[src/rtl/smi_master_if.sv]
// Host-side request/response bundle of the SMI master.
// master = host view, slave = smi_master view.
interface smi_master_if;
  logic       REQ;
  logic       WR;
  logic [9:0] ADDR;
  logic [7:0] WDATA;
  logic       BUSY;
  logic       DONE;
  logic [7:0] RDATA;
  logic       ERR;

  modport master (
    output REQ, WR, ADDR, WDATA,
    input  BUSY, DONE, RDATA, ERR
  );

  modport slave (
    input  REQ, WR, ADDR, WDATA,
    output BUSY, DONE, RDATA, ERR
  );
endinterface

[src/rtl/smi_master.sv]
// SMI master: divided serial clock, LSB-first frames, strobed addr bus.
// Macro SMI_MASTER_PARITY_EN adds an odd-parity 9th frame bit.
module smi_master #(
  parameter int unsigned CLK_DIV      = 2,
  parameter logic [9:0]  SMI_ADDR_DIS = 10'b0
) (
  input  logic        CLKI,
  input  logic        RSTN,
  smi_master_if.slave host,
  output logic        SMICLK,
  output logic        SMIRSTN,
  output logic [9:0]  SMIADDR,
  output logic        SMIRD,
  output logic        SMIWR,
  output logic        SMIWDATA,
  input  logic        SMIRDATA
);
`ifdef SMI_MASTER_PARITY_EN
  localparam int NB = 9;
`else
  localparam int NB = 8;
`endif
  localparam logic [7:0] DIV_M1 = 8'(CLK_DIV - 1);
  localparam logic [3:0] LAST   = 4'(NB - 1);

  typedef enum logic [2:0] {
    S_IDLE, S_WAIT, S_SETUP, S_SHIFT, S_HOLD
  } state_t;

  state_t        state_q, state_d;
  logic [1:0]    sync_q;
  logic [7:0]    cnt_q, cnt_d;
  logic          sclk_q, sclk_d;
  logic          wr_q, wr_d;
  logic [9:0]    alat_q, alat_d;
  logic [9:0]    saddr_q, saddr_d;
  logic [NB-1:0] tx_q, tx_d;
  logic [NB-1:0] rx_q, rx_d;
  logic [3:0]    bit_q, bit_d;
  logic          srd_q, srd_d;
  logic          swr_q, swr_d;
  logic          sdo_q, sdo_d;
  logic          done_q, done_d;
  logic [7:0]    rdata_q, rdata_d;
  logic          err_q, err_d;
  logic          tick, rise, fall;
  logic [NB-1:0] frame;
  logic          rx_err;

`ifdef SMI_MASTER_PARITY_EN
  assign frame  = {~^host.WDATA, host.WDATA};
  assign rx_err = rx_q[8] != ~^rx_q[7:0];
`else
  assign frame  = host.WDATA;
  assign rx_err = 1'b0;
`endif

  always_ff @(posedge CLKI or negedge RSTN) begin
    if (!RSTN) sync_q <= '0;
    else       sync_q <= {sync_q[0], 1'b1};
  end

  assign SMIRSTN = sync_q[1];
  assign tick    = SMIRSTN && (cnt_q == DIV_M1);
  assign rise    = tick && !sclk_q;
  assign fall    = tick && sclk_q;

  always_ff @(posedge CLKI or negedge RSTN) begin
    if (!RSTN) begin
      state_q <= S_IDLE;
      cnt_q   <= '0;
      sclk_q  <= 1'b0;
      wr_q    <= 1'b0;
      alat_q  <= '0;
      saddr_q <= '0;
      tx_q    <= '0;
      rx_q    <= '0;
      bit_q   <= '0;
      srd_q   <= 1'b0;
      swr_q   <= 1'b0;
      sdo_q   <= 1'b0;
      done_q  <= 1'b0;
      rdata_q <= '0;
      err_q   <= 1'b0;
    end else begin
      state_q <= state_d;
      cnt_q   <= cnt_d;
      sclk_q  <= sclk_d;
      wr_q    <= wr_d;
      alat_q  <= alat_d;
      saddr_q <= saddr_d;
      tx_q    <= tx_d;
      rx_q    <= rx_d;
      bit_q   <= bit_d;
      srd_q   <= srd_d;
      swr_q   <= swr_d;
      sdo_q   <= sdo_d;
      done_q  <= done_d;
      rdata_q <= rdata_d;
      err_q   <= err_d;
    end
  end

  always_comb begin
    state_d = state_q;
    cnt_d   = cnt_q;
    sclk_d  = sclk_q;
    wr_d    = wr_q;
    alat_d  = alat_q;
    saddr_d = saddr_q;
    tx_d    = tx_q;
    rx_d    = rx_q;
    bit_d   = bit_q;
    srd_d   = srd_q;
    swr_d   = swr_q;
    sdo_d   = sdo_q;
    done_d  = 1'b0;
    rdata_d = rdata_q;
    err_d   = err_q;

    if (!SMIRSTN) begin
      cnt_d  = '0;
      sclk_d = 1'b0;
    end else if (tick) begin
      cnt_d  = '0;
      sclk_d = ~sclk_q;
    end else begin
      cnt_d  = cnt_q + 8'd1;
    end

    unique case (state_q)
      S_IDLE: begin
        if (host.REQ) begin
          wr_d    = host.WR;
          alat_d  = host.ADDR;
          tx_d    = frame;
          state_d = S_WAIT;
        end
      end
      S_WAIT: begin
        if (fall) begin
          saddr_d = alat_q & ~SMI_ADDR_DIS;
          swr_d   = wr_q;
          srd_d   = !wr_q;
          state_d = S_SETUP;
        end
      end
      S_SETUP: begin
        if (fall) begin
          bit_d   = '0;
          sdo_d   = wr_q & tx_q[0];
          state_d = S_SHIFT;
        end
      end
      S_SHIFT: begin
        // Read bits land in the MSB and walk down to LSB order.
        if (rise && !wr_q)
          rx_d = {SMIRDATA, rx_q[NB-1:1]};
        if (fall) begin
          if (bit_q == LAST) begin
            swr_d   = 1'b0;
            srd_d   = 1'b0;
            sdo_d   = 1'b0;
            state_d = S_HOLD;
          end else begin
            bit_d = bit_q + 4'd1;
            tx_d  = {1'b0, tx_q[NB-1:1]};
            sdo_d = wr_q & tx_q[1];
          end
        end
      end
      S_HOLD: begin
        if (fall) begin
          saddr_d = '0;
          done_d  = 1'b1;
          err_d   = !wr_q && rx_err;
          if (!wr_q)
            rdata_d = rx_q[7:0];
          state_d = S_IDLE;
        end
      end
      default: state_d = S_IDLE;
    endcase
  end

  assign host.BUSY  = (state_q != S_IDLE);
  assign host.DONE  = done_q;
  assign host.RDATA = rdata_q;
  assign host.ERR   = err_q;
  assign SMICLK     = sclk_q;
  assign SMIADDR    = saddr_q;
  assign SMIRD      = srd_q;
  assign SMIWR      = swr_q;
  assign SMIWDATA   = sdo_q;
endmodule

[src/flat_wrapper.sv]
// flat-port wrapper written by rule: the top's interface ports become plain ports
module smi_master_flat 
#(
  parameter int unsigned CLK_DIV      = 2,
  parameter logic [9:0]  SMI_ADDR_DIS = 10'b0
)
  (CLKI, RSTN, SMICLK, SMIRSTN, SMIADDR, SMIRD, SMIWR, SMIWDATA, SMIRDATA, host_REQ, host_WR, host_ADDR, host_WDATA, host_BUSY, host_DONE, host_RDATA, host_ERR);
  smi_master_if host_i ();
  input  logic CLKI;
  input  logic RSTN;
  output logic SMICLK;
  output logic SMIRSTN;
  output logic [9:0] SMIADDR;
  output logic SMIRD;
  output logic SMIWR;
  output logic SMIWDATA;
  input  logic SMIRDATA;
  input wire logic [$bits(host_i.REQ)-1:0] host_REQ;
  input wire logic [$bits(host_i.WR)-1:0] host_WR;
  input wire logic [$bits(host_i.ADDR)-1:0] host_ADDR;
  input wire logic [$bits(host_i.WDATA)-1:0] host_WDATA;
  output wire logic [$bits(host_i.BUSY)-1:0] host_BUSY;
  output wire logic [$bits(host_i.DONE)-1:0] host_DONE;
  output wire logic [$bits(host_i.RDATA)-1:0] host_RDATA;
  output wire logic [$bits(host_i.ERR)-1:0] host_ERR;
  assign host_i.REQ = host_REQ;
  assign host_i.WR = host_WR;
  assign host_i.ADDR = host_ADDR;
  assign host_i.WDATA = host_WDATA;
  assign host_BUSY = host_i.BUSY;
  assign host_DONE = host_i.DONE;
  assign host_RDATA = host_i.RDATA;
  assign host_ERR = host_i.ERR;
  smi_master #(.CLK_DIV(CLK_DIV), .SMI_ADDR_DIS(SMI_ADDR_DIS)) u_core (.CLKI(CLKI), .RSTN(RSTN), .host(host_i), .SMICLK(SMICLK), .SMIRSTN(SMIRSTN), .SMIADDR(SMIADDR), .SMIRD(SMIRD), .SMIWR(SMIWR), .SMIWDATA(SMIWDATA), .SMIRDATA(SMIRDATA));
endmodule
[config.mk]
export PLATFORM = sky130hd
export DESIGN_NAME = smi_master_flat
export DESIGN_NICKNAME = d
export VERILOG_FILES = /design/src/rtl/smi_master_if.sv /design/src/rtl/smi_master.sv /design/src/flat_wrapper.sv
export SDC_FILE = /design/constraint.sdc
export NUM_CORES = 1
export LEC_CHECK = 0
export CORE_MARGIN = 2
export CORE_UTILIZATION = 38
export DETAILED_ROUTE_END_ITERATION = 6
export GPL_TIMING_DRIVEN = 0
export SLEW_MARGIN = 25
export SYNTH_ARGS = -nofsm -noshare
export SYNTH_HDL_FRONTEND = slang
export SYNTH_SLANG_ARGS = --single-unit
[constraint.sdc]
create_clock -name CLKI -period 2.6 [get_ports CLKI]
set_clock_uncertainty 0.2 [all_clocks]
set_input_delay 0.39 -clock CLKI [delete_from_list [all_inputs] [get_ports CLKI]]
set_output_delay 0.39 -clock CLKI [all_outputs]
set_load 0.02 [all_outputs]
==> reports/metrics.csv <==
metric,value,unit
Worst EP required,2.62,ns
CTS buffer count,9,
met2 usage,0.233,
root buffer cell,clkbuf_8,
pin count of the biggest net entering global routing,36,
#FFs+latches synth,67,
CP Launch Point,u_core.cnt_q[1],
Synthesis Warnings,0,
antenna violations before repair,0,
Port Buffers,47,
post-DR vias/cell,5.16,
HP Start,u_core.sync_q[0],
DR vias,2024,
Worst-Margin Slew,0.846,ns
Worst setup EP type,register,
reg-to-reg endpoint,u_core.host.RDATA[6],
worst path arrival time,2.41,ns
most frequent cells in the layout,"dfrtp_1, clkdlybuf4s50_1, mux2_2",
GR Util All Layers,0.153,
met1 GRT Util,0.206,
GPL Wtd Cong,0.806,
Final Cell Area,3740,sq um
leak pwr,1.67,nW
max_cap viols,0,
die area,8300,sq um
TritonCTS clock tree,built,
met3 Usage GRT,0.0622,
# DRC,0,
DP HPWL,4040,um
Final #Nets,314,
Initial Util,0.396,
worst relative slew slack,0.434,
"commonest non-fill, non-tap cell in the layout",dfrtp_1,
highest clock rate,0.419,GHz
setup violators final,0,
Worst IR Drop VDD,0.636,mV
RSZ-0062 raised after global routing,no,
Placement Rows,31,
fill cell count,678,
total wire length,5900,um
status,"complete, no violations",
placed cell areas,3500,sq um
Die Y,91.1,um
Worst R2R Start,u_core.cnt_q[1],
DR pass1 iterations,4,
period utilization,0.917,
Pwr Total,0.00350,W
maximum fanout along the worst path,8,
Netlist cell types,43,
Post-synth EDFFs,0,
antenna diode count,0,
Sink Count,67,
I/O Pins,49,
Placeable Area,7290,sq um
Post-Syn Area,2880,sq um
Final Hold Fails,0,
vias in the first global route,2011,
Cell Pwr Density,935,nW/um^2
clk_lat worst skew,0.34,ns
"Reg clk slew, reported paths",0.07,ns
proportion of layout cells with a drive suffix above 1,0.184,
Congestion Overflow GR,0,
Worst R2R Setup Slack,0.21,ns
worst hold-check path type,reg2reg,
gr busiest metal,met2,
syn_nets,254,
DR iter-0 viols,54,
average cell area after synthesis,12.6,sq um
register area share after synthesis,0.581,
Final Max Slew Viols,0,
setup tns final,0,ns
Crit Path Class,reg2reg,
Clock H-tree levels,3,
fin crit period,2.39,ns
share of flip-flops with an asynchronous set or reset,1.00,
crit path to,u_core.host.RDATA[6],
Final Util,0.513,
Synth Instances,228,
remaining antenna violation count,0,
"Primary FF master, synth",dfrtp_1,
Die W,91.1,um
cells on worst reg2reg path,7,
first-pass GRT wire length,10000,um
WL per Instance,15.0,um
Clock Path Buffers,2,
Area Overhead vs Synth,29.8,%
CP startpoint kind,register,
## what timing repair did
item | in CTS | in global routing
endpoints found under the setup margin | 0 | 8
setup buffers | 0 | 0
gates resized for setup | 0 | 3
endpoints found under the hold margin | 32 | 0
hold buffers | 1 | 0
## how the worst min path moves through the flow
stage | to | cells past startpoint | slack [ns]
after floorplan | u_core.SMIADDR[0] | 0 | -0.11
after global placement | u_core.sync_q[1] | 0 | 0.13
after detailed placement | u_core.sync_q[1] | 0 | 0.14
after CTS | u_core.sync_q[1] | 0 | 0.16
after global routing | u_core.sync_q[1] | 0 | 0.17
final | u_core.sync_q[1] | 0 | 0.16
## critical path, cell delays in order (launching register included)
cell     delay [ns]
dfrtp_1        0.41
inv_1          0.07
ha_1           0.16
nor4b_4        0.34
nand3_2        0.22
or3_1          0.41
buf_6          0.16
mux2_4         0.30
## Yosys cell counts (3+ instances only)
master / count / share of area
and3_1: 4 / 0.0087
nand3_1: 14 / 0.024
xor2_1: 5 / 0.015
ha_1: 3 / 0.013
a22o_1: 12 / 0.036
mux2_2: 18 / 0.070
and2_1: 3 / 0.0065
nand2_1: 13 / 0.017
clkbuf_1: 5 / 0.0065
dfrtp_1: 67 / 0.58
nor2_1: 13 / 0.017
nand4_1: 3 / 0.0065
nand3b_1: 3 / 0.0078
a21oi_1: 3 / 0.0052
mux2_4: 8 / 0.042
o211ai_1: 3 / 0.0078
o22ai_1: 8 / 0.017
a2bb2oi_1: 7 / 0.021
inv_1: 3 / 0.0039
## state kept, by name (all words and copies together), names as in the netlist
name               count
u_core.SMIADDR        10
u_core.alat_q         10
u_core.cnt_q           8
u_core.host.RDATA      8
u_core.rx_q            8
u_core.tx_q            8
u_core.bit_q           4
u_core.state_q         3
u_core.sync_q          2
u_core.SMICLK          1
u_core.SMIRD           1
u_core.SMIWDATA        1
u_core.SMIWR           1
u_core.host.DONE       1
u_core.wr_q            1
## through the flow
stage          cells  hold WS (ns)  setup slack (ns)
2_1_floorplan    228        -0.106             0.453
3_3_place_gp     374         0.134             -1.33
3_5_place_dp     375         0.140            -0.313
4_1_cts          392         0.157            0.0425
5_1_grt          392         0.170            0.0342
6_report         392         0.159             0.215
## logic make-up after synthesis
kind of cell,Yosys count,share of synthesized area
compound gates,44,0.115
simple gates,66,0.131
flops,67,0.581
xor+xnor,7,0.0213
mux,27,0.115
fa+ha+maj,3,0.0130
other cells,2,0.00260
buf+inv,12,0.0204
## layout make-up
cell class              instances  area, sq um  area share
flip-flops and latches         67         1680       0.448
multi-input cells             149         1160       0.309
repair buffers                 49          498       0.133
clock inverters                 6         88.8      0.0237
well taps                      99          124      0.0331
plain buffers                   9         48.8      0.0130
clock buffers                  10          138      0.0368
inverters                       3         11.3     0.00301
## power by group
part / internal [W] / switching [W]
logic: 0.000527 / 0.000492
clock network: 0.000565 / 0.000396
registers: 0.00132 / 0.000197
total: 0.00242 / 0.00108
## metal layers
layer | wire, um | vias up | share of wire
li1 | - | 956 | -
met1 | 2810 | 1011 | 0.48
met2 | 2640 | 51 | 0.45
met3 | 392 | 6 | 0.066
met4 | 59 | 0 | 0.010
met5 | 0 | - | 0
No activity file was read; power rests on OpenSTA's default activity.
